===== src/rtl/axi_axis_fifo_reader.sv =====
// AXI4-Lite read-only slave that buffers an AXI-Stream input in a small FIFO.
// Software pops words from the DATA register and polls fill level and flags from STATUS.
module axi_axis_fifo_reader #(
    parameter int AXI_DATA_WIDTH = 32,
    parameter int AXI_ADDR_WIDTH = 16,
    parameter int FIFO_DEPTH     = 16
) (
    input  logic                      aclk,
    input  logic                      aresetn,
    input  logic [AXI_ADDR_WIDTH-1:0] s_axi_araddr,
    input  logic                      s_axi_arvalid,
    output logic                      s_axi_arready,
    output logic [AXI_DATA_WIDTH-1:0] s_axi_rdata,
    output logic [1:0]                s_axi_rresp,
    output logic                      s_axi_rvalid,
    input  logic                      s_axi_rready,
    output logic                      s_axis_tready,
    input  logic [AXI_DATA_WIDTH-1:0] s_axis_tdata,
    input  logic                      s_axis_tvalid
);

    localparam int ADDR_LSB  = $clog2(AXI_DATA_WIDTH / 8);
    localparam int CNT_WIDTH = $clog2(FIFO_DEPTH) + 1;
    localparam int PTR_WIDTH = $clog2(FIFO_DEPTH);
    localparam logic [CNT_WIDTH-1:0] DEPTH_CNT = CNT_WIDTH'(FIFO_DEPTH);

    localparam logic [1:0] IDX_DATA    = 2'd0;
    localparam logic [1:0] IDX_STATUS  = 2'd1;
    localparam logic [1:0] RESP_OKAY   = 2'b00;
    localparam logic [1:0] RESP_SLVERR = 2'b10;

    logic [AXI_DATA_WIDTH-1:0] mem [FIFO_DEPTH];
    logic [PTR_WIDTH-1:0]      wr_ptr;
    logic [PTR_WIDTH-1:0]      rd_ptr;
    logic [CNT_WIDTH-1:0]      count;
    logic                      underflow;
    logic                      full;
    logic                      empty;
    logic                      push;
    logic                      pop;
    logic                      accept;
    logic [1:0]                reg_idx;
    logic [AXI_DATA_WIDTH-1:0] status_word;
    logic                      unused_addr_bits;

    assign full          = (count == DEPTH_CNT);
    assign empty         = (count == '0);
    assign s_axis_tready = aresetn & (count < DEPTH_CNT);
    assign s_axi_arready = ~s_axi_rvalid | s_axi_rready;
    assign accept        = s_axi_arvalid & s_axi_arready;
    assign reg_idx       = s_axi_araddr[ADDR_LSB+1:ADDR_LSB];
    assign push          = s_axis_tvalid & s_axis_tready;
    assign pop           = accept & (reg_idx == IDX_DATA) & ~empty;

    // Only the word index selects a register; the rest of the address is ignored.
    assign unused_addr_bits = ^s_axi_araddr;

    always_comb begin
        // NOTE: every bit gets a default first so no latch is inferred for the zero fields.
        status_word                   = '0;
        status_word[CNT_WIDTH-1:0]    = count;
        status_word[AXI_DATA_WIDTH-1] = full;
        status_word[AXI_DATA_WIDTH-2] = underflow;
    end

    // NOTE: the storage array has no reset; clearing count and pointers makes stale words unreachable.
    always_ff @(posedge aclk) begin
        if (push) mem[wr_ptr] <= s_axis_tdata;
    end

    // NOTE: all sequential state uses non-blocking assignments so every update sees pre-edge values.
    always_ff @(posedge aclk) begin
        if (!aresetn) begin
            wr_ptr       <= '0;
            rd_ptr       <= '0;
            count        <= '0;
            underflow    <= 1'b0;
            s_axi_rvalid <= 1'b0;
            s_axi_rdata  <= '0;
            s_axi_rresp  <= RESP_OKAY;
        end else begin
            if (push) wr_ptr <= wr_ptr + 1'b1;
            if (pop)  rd_ptr <= rd_ptr + 1'b1;

            case ({push, pop})
                2'b10:   count <= count + 1'b1;
                2'b01:   count <= count - 1'b1;
                default: ;
            endcase

            if (accept) begin
                s_axi_rvalid <= 1'b1;
                case (reg_idx)
                    IDX_DATA: begin
                        s_axi_rresp <= RESP_OKAY;
                        if (empty) begin
                            s_axi_rdata <= '0;
                            underflow   <= 1'b1;
                        end else begin
                            s_axi_rdata <= mem[rd_ptr];
                        end
                    end
                    IDX_STATUS: begin
                        s_axi_rdata <= status_word;
                        s_axi_rresp <= RESP_OKAY;
                        underflow   <= 1'b0;
                    end
                    default: begin
                        s_axi_rdata <= '0;
                        s_axi_rresp <= RESP_SLVERR;
                    end
                endcase
            end else if (s_axi_rready) begin
                s_axi_rvalid <= 1'b0;
            end
        end
    end

endmodule


===== config.mk =====
export PLATFORM = sky130hd
export DESIGN_NAME = axi_axis_fifo_reader
export DESIGN_NICKNAME = d
export VERILOG_FILES = /design/src/rtl/axi_axis_fifo_reader.sv
export SDC_FILE = /design/constraint.sdc
export NUM_CORES = 1
export LEC_CHECK = 0
export BUFFER_PORTS_ARGS = -buffer_cell sky130_fd_sc_hd__buf_2
export CAP_MARGIN = 0
export CORE_ASPECT_RATIO = 0.8
export CORE_MARGIN = 3
export CORE_UTILIZATION = 42
export DETAILED_ROUTE_END_ITERATION = 12
export PLACE_DENSITY_LB_ADDON = 0.2
export SETUP_SLACK_MARGIN = 0.05
export SYNTH_ARGS = -nofsm -noshare
export SYNTH_HDL_FRONTEND = slang
export SYNTH_SLANG_ARGS = --single-unit
export TNS_END_PERCENT = 10

===== constraint.sdc =====
create_clock -name aclk -period 5.3 [get_ports aclk]
set_clock_uncertainty 0.2 [all_clocks]
set_input_delay 0.265 -clock aclk [delete_from_list [all_inputs] [get_ports aclk]]
set_output_delay 0.265 -clock aclk [all_outputs]
set_load 0.01 [all_outputs]

[Word level (Yosys, flattened, before mapping)]
Memories as Yosys holds them, arrays and structs flattened. A register that Yosys moved wholly into a read port is not among the register bits.
Index checks and enable logic that the tools add are counted.
Storage, ports and cells
  bits in registers: 49
  memories kept: 1
  input bits: 53
  bits in writable memories: 512
Memory list
  mem: depth 16, width 32, rd ports 1, clocked after memory_dff 1, write ports 1, RTL line 32  | logic [AXI_DATA_WIDTH-1:0] mem [FIFO_DEPTH];
Operators by class
  bitwise logic cells: 8
  add/subtract/negate cells: 4
  eq/ne operators: 5
  magnitude comparators: 1
  multiplexer cells: 12
  reductions and logical operators: 7
Operator list (count)
  $pmux 32 s2: 1
  $mux 32: 1
  $pmux 5 s2: 1
  $add 4x1->4 const B: 2
  $mux 4: 2
  $reduce_bool 2->1: 3
  $add 5x1->5 const B: 1
  $and 1x1->1: 5
  $eq 5x5->1 const B: 1
  $logic_not 5->1: 1
  $lt 5x5->1 const B: 1
  $mux 1: 5
  $sub 5x1->5 const B: 1
  $eq 2x1->1 const B: 2
  $reduce_and 3->1: 1
  $eq 2x2->1 const B: 1
  $logic_not 2->1: 1
  $mux 2: 1
  $ne 2x2->1 const B: 1
  $not 1->1: 2
  $pmux 1 s2: 1
  $reduce_or 2->1: 1
  $or 1x1->1: 1

[Longest topological paths before layout]
  word-level depth: 7
  gate-level depth with buffers: 14

[Worst setup path after synthesis]
Ideal clock, no wire load.
  path kind: register to register
  start point: register count[4]
  end point: memory mem[3][0], enable pin
  buffers on the path: 1
  arrival time: 3.248 ns
  path slack: 1.391 ns
  required time: 4.639 ns
  stages on the path, launching flop included: 5
  path through: dfxtp_1 > and3b_1 > clkbuf_1 > nand2_1 > nor3_1
On the way
  word-level cells in the longest chain between the ends: 5
RTL lines
  start, declared: RTL line 35  | logic [CNT_WIDTH-1:0] count;
  start signal, assigned: RTL line 86  | 2'b10: count <= count + 1'b1;
  start signal, assigned: RTL line 87  | 2'b01: count <= count - 1'b1;
  $lt 5x5->1: RTL line 48  | assign s_axis_tready = aresetn & (count < DEPTH_CNT);
  $and 1x1->1: RTL line 48
  $and 1x1->1: RTL line 52  | assign push = s_axis_tvalid & s_axis_tready;
  $mux 1: RTL line 68  | if (push) mem[wr_ptr] <= s_axis_tdata;
  $mux 1 (not written as such): RTL line 68
  end, declared: RTL line 32
Every way passes these cells.

[Final worst setup path]
  start point: register count[2]
  end point: register count[4]
On the way
  word-level cells in the longest chain between the ends: 5
  elaborated cells on any way between the ends: 12
  classes of those cells: add/sub (2); order compare (1); eq/ne (2); mux (1); bitwise (4); reduce/logical (2)
RTL lines
  $logic_not 5->1 *: RTL line 47  | assign empty = (count == '0);
  $not 1->1 *: RTL line 53  | assign pop = accept & (reg_idx == IDX_DATA) & ~empty;
  $and 1x1->1 *: RTL line 53
  named net pop: RTL line 40  | logic pop;
  $eq 2x1->1 / $eq 2x2->1 (equally long branches): RTL line 85  | case ({push, pop})
  $pmux 5 s2 / $reduce_bool 2->1 (equally long branches)
The timed path passes the listed nets; every way through them passes the cells marked *.
A chain may end at the register's enable or synchronous reset.

==> impl_metrics.ini <==
[clock_tree]
clock_sinks = 564
cts_buffers = 55
cts_resized = 0
cts_root_buf = clkbuf_16
clkTransAtPathRegs_ps = 60
htreeDepth = 2
clock_latency_ps = 590
tritoncts = built
postCtsSetupBuffers = 0
cts_max_path_buffers = 3

[floorplanning]
coreArea_um2 = 50000
ioPinCount = 90
die_h_um = 208
die_area_um2 = 53600
start_util = 0.428
die_w_um = 258
rows = 73

[placement]
hpwl_um = 25900
portBuffers = 74
dpl_cell_area_um2 = 22700
place.gp.congestion = 0.755

[timing]
relSlewSlack = 0.193
worst_pin_slew_ps = 1210
slew_viol_final = 0
tns_ps = 0
finalHoldViolCount = 0
fin_crit_sh = 0.655
layout_min_cycle_time_ps = 3470
finalSetupViolations = 0
max_freq_ghz = 0.288
rsz0062_at_grt = false

[flow_run]
maxCapViolCount = 0

[hold_path]
holdCritPathClass = in2reg
worstHoldStart = s_axi_araddr[2]

[critical_path]
crit_end = count[4]
cp_data_arrival_time_ps = 3740
start_kind = flip-flop
rr_worst_depth = 11
crit_fanout = 10
worstPathRequired_ps = 5580
critPathKind = reg2reg
worstReg2RegEnd = count[4]
r2r-start = count[2]
cp-end-kind = flip-flop
crit_path_start = count[2]
reg2reg_setup_slack_ps = 1830

[yosys]
synthCells = 1017
synth-edff-count = 512
synthArstFlopShare = 0
ys_seq_area_frac = 0.768
synth_area_per_cell_um2 = 21.0
yosysWarnings = 0
synth_cell_types = 49
ys.flop_type = edfxtp_1
synth_area_um2 = 21400
ys_ff_latch = 564
syn_nets = 1077

[global_routing]
grt_pass1_wl_um = 71300
grt.total_usage = 0.181
grt_max_degree = 52
overflow = 0
antenna_found_initial = 1
grt_pass1_vias = 10700

[power_and_ir_drop]
powerDensity_nw_per_um2 = 370
power_leakage_nw = 7.89
irDropWorstVdd_mv = 0.269
finalPower_mw = 9.20

[route]
route.detailed.drc = 0
met3WireLength_um = 2510
wl_met2_um = 22700
drt_iter0_markers = 919
viasPerCell = 5.54
drtPass1Iterations = 5
wl_um = 48100
ant_nets = 0
wire_per_inst_um = 25.7
vias = 10400
highest_layer = met4
met1_length_um = 22200

[cells_and_area]
nets = 1215
area_growth_syn_to_layout_pct = 16.5
drive_gt1_frac = 0.283
fin_area_um2 = 24900

[status]
outcome = complete, no violations
-- synthesized netlist by cell type (all sizes together) (2+ instances only) --
library cell | count | area (µm²)
a21oi | 12 | 60.1
a31oi | 2 | 12.5
mux4 | 128 | 2920
mux2i | 3 | 30.0
a22o | 26 | 228
nand2b | 5 | 31.3
a22oi | 50 | 375
mux2 | 15 | 169
a222oi | 5 | 50.1
nor2 | 35 | 131
nand3b | 2 | 15.0
nor2b | 3 | 18.8
nor3 | 8 | 45.0
buf | 38 | 201
o21ai | 9 | 45.0
ha | 7 | 87.6
inv | 9 | 33.8
clkbuf | 20 | 75.1
dfxtp | 52 | 1040
xnor2 | 4 | 35.0
nand2 | 45 | 169
and2 | 2 | 12.5
xor2 | 5 | 43.8
a221oi | 2 | 17.5
edfxtp | 512 | 15400
-- layout make-up --
| class | count | area [µm²] |
|---|---|---|
| repair buffers | 139 | 961 |
| multi-input cells | 386 | 4790 |
| inverters | 9 | 33.8 |
| clock buffers | 75 | 1520 |
| well taps | 675 | 845 |
| fillers | 4071 | 25100 |
| clock inverters | 23 | 317 |
| diodes | 1 | 2.50 |
| flip-flops and latches | 564 | 16400 |
-- power by group --
group          switching [mW]  total (mW)  leakage (nW)  internal (mW)
Sequential             0.0207        4.90          5.03           4.88
Clock                    1.62        4.01         0.902           2.39
Combinational           0.168       0.287          1.96          0.118
-- critical path, cell delays in order, from the launching register on --
cell and delay [ps]:
dfxtp_1 510, nor4_2 120, a211o_1 450, nor2_1 340
ha_1 410, xor2_1 180, ha_1 240, nor2_1 60
a22o_1 230, a32oi_1 150, o311ai_0 160, mux2_2 300
-- registers in the layout, summed over array words and instances, names as in the netlist, named ones only --
signal and cells:
s_axi_rvalid 1, underflow 1, rd_ptr 4, s_axi_rdata 32
s_axi_rresp 1, wr_ptr 4, mem 512, count 5
-- placed cells by master, fill, tap and decap left out, types with 9 or more instances in the layout --
master / netlist / layout
nor2_1: 35 / 20
clkbuf_16: 0 / 57
mux2_2: 15 / 15
o21ai_0: 9 / 9
nor2_4: 0 / 15
dfxtp_1: 52 / 50
nand2_1: 45 / 45
mux4_2: 119 / 119
inv_1: 9 / 9
buf_2: 22 / 74
dlygate4sd3_1: 0 / 36
mux4_1: 9 / 9
edfxtp_1: 512 / 512
a22o_1: 26 / 26
a21oi_1: 12 / 12
buf_4: 2 / 28
clkbuf_1: 20 / 15
a22oi_1: 50 / 50
-- cell families (layout without fill, tap and decap cells) --
| family | Yosys count | count (layout) | share of synthesized area |
|---|---|---|---|
| AOI/OAI and AO/OA | 116 | 116 | 0.0410 |
| xor gates and xnor gates | 9 | 9 | 0.00369 |
| adders and majority gates | 7 | 7 | 0.00410 |
| buffers and inverters | 67 | 246 | 0.0145 |
| DFF | 564 | 564 | 0.768 |
| muxes | 146 | 146 | 0.146 |
| other | 1 | 2 | 0.000176 |
| and+or+nand+nor | 107 | 107 | 0.0224 |
-- what timing repair did --
item	CTS	global route
hold buffers	36	0
setup endpoints to repair	0	0
endpoints found under the hold margin	522	0
-- layer usage --
metal | GRT usage | up-vias
li1 | - | 4523
met1 | 0.265 | 5526
met2 | 0.288 | 269
met3 | 0.0323 | 60
met4 | 0.0385 | 0
met5 | 0 | -
-- worst min-delay path by stage --
stage | to | cells after the start
after floorplan | mem[0][0] | 0
after global placement | s_axi_rresp[1] | 2
after detailed placement | s_axi_rdata[18] | 1
after CTS | underflow | 3
after global routing | underflow | 3
final | underflow | 3
-- metrics by stage --
| step | hold slack [ps] | setup slack, ps | cells | util |
|---|---|---|---|---|
| global placement | 251 | 1890 | 1737 | 0.454 |
| finish | 125 | 1830 | 1872 | 0.498 |
| floorplan | 164 | 1390 | 1017 | - |
| detailed placement | 259 | 1910 | 1737 | 0.454 |
| global route | 127 | 1640 | 1872 | 0.498 |
| CTS | 88.0 | 1900 | 1871 | 0.498 |
Note: power is estimated with default switching activity, not from simulation.
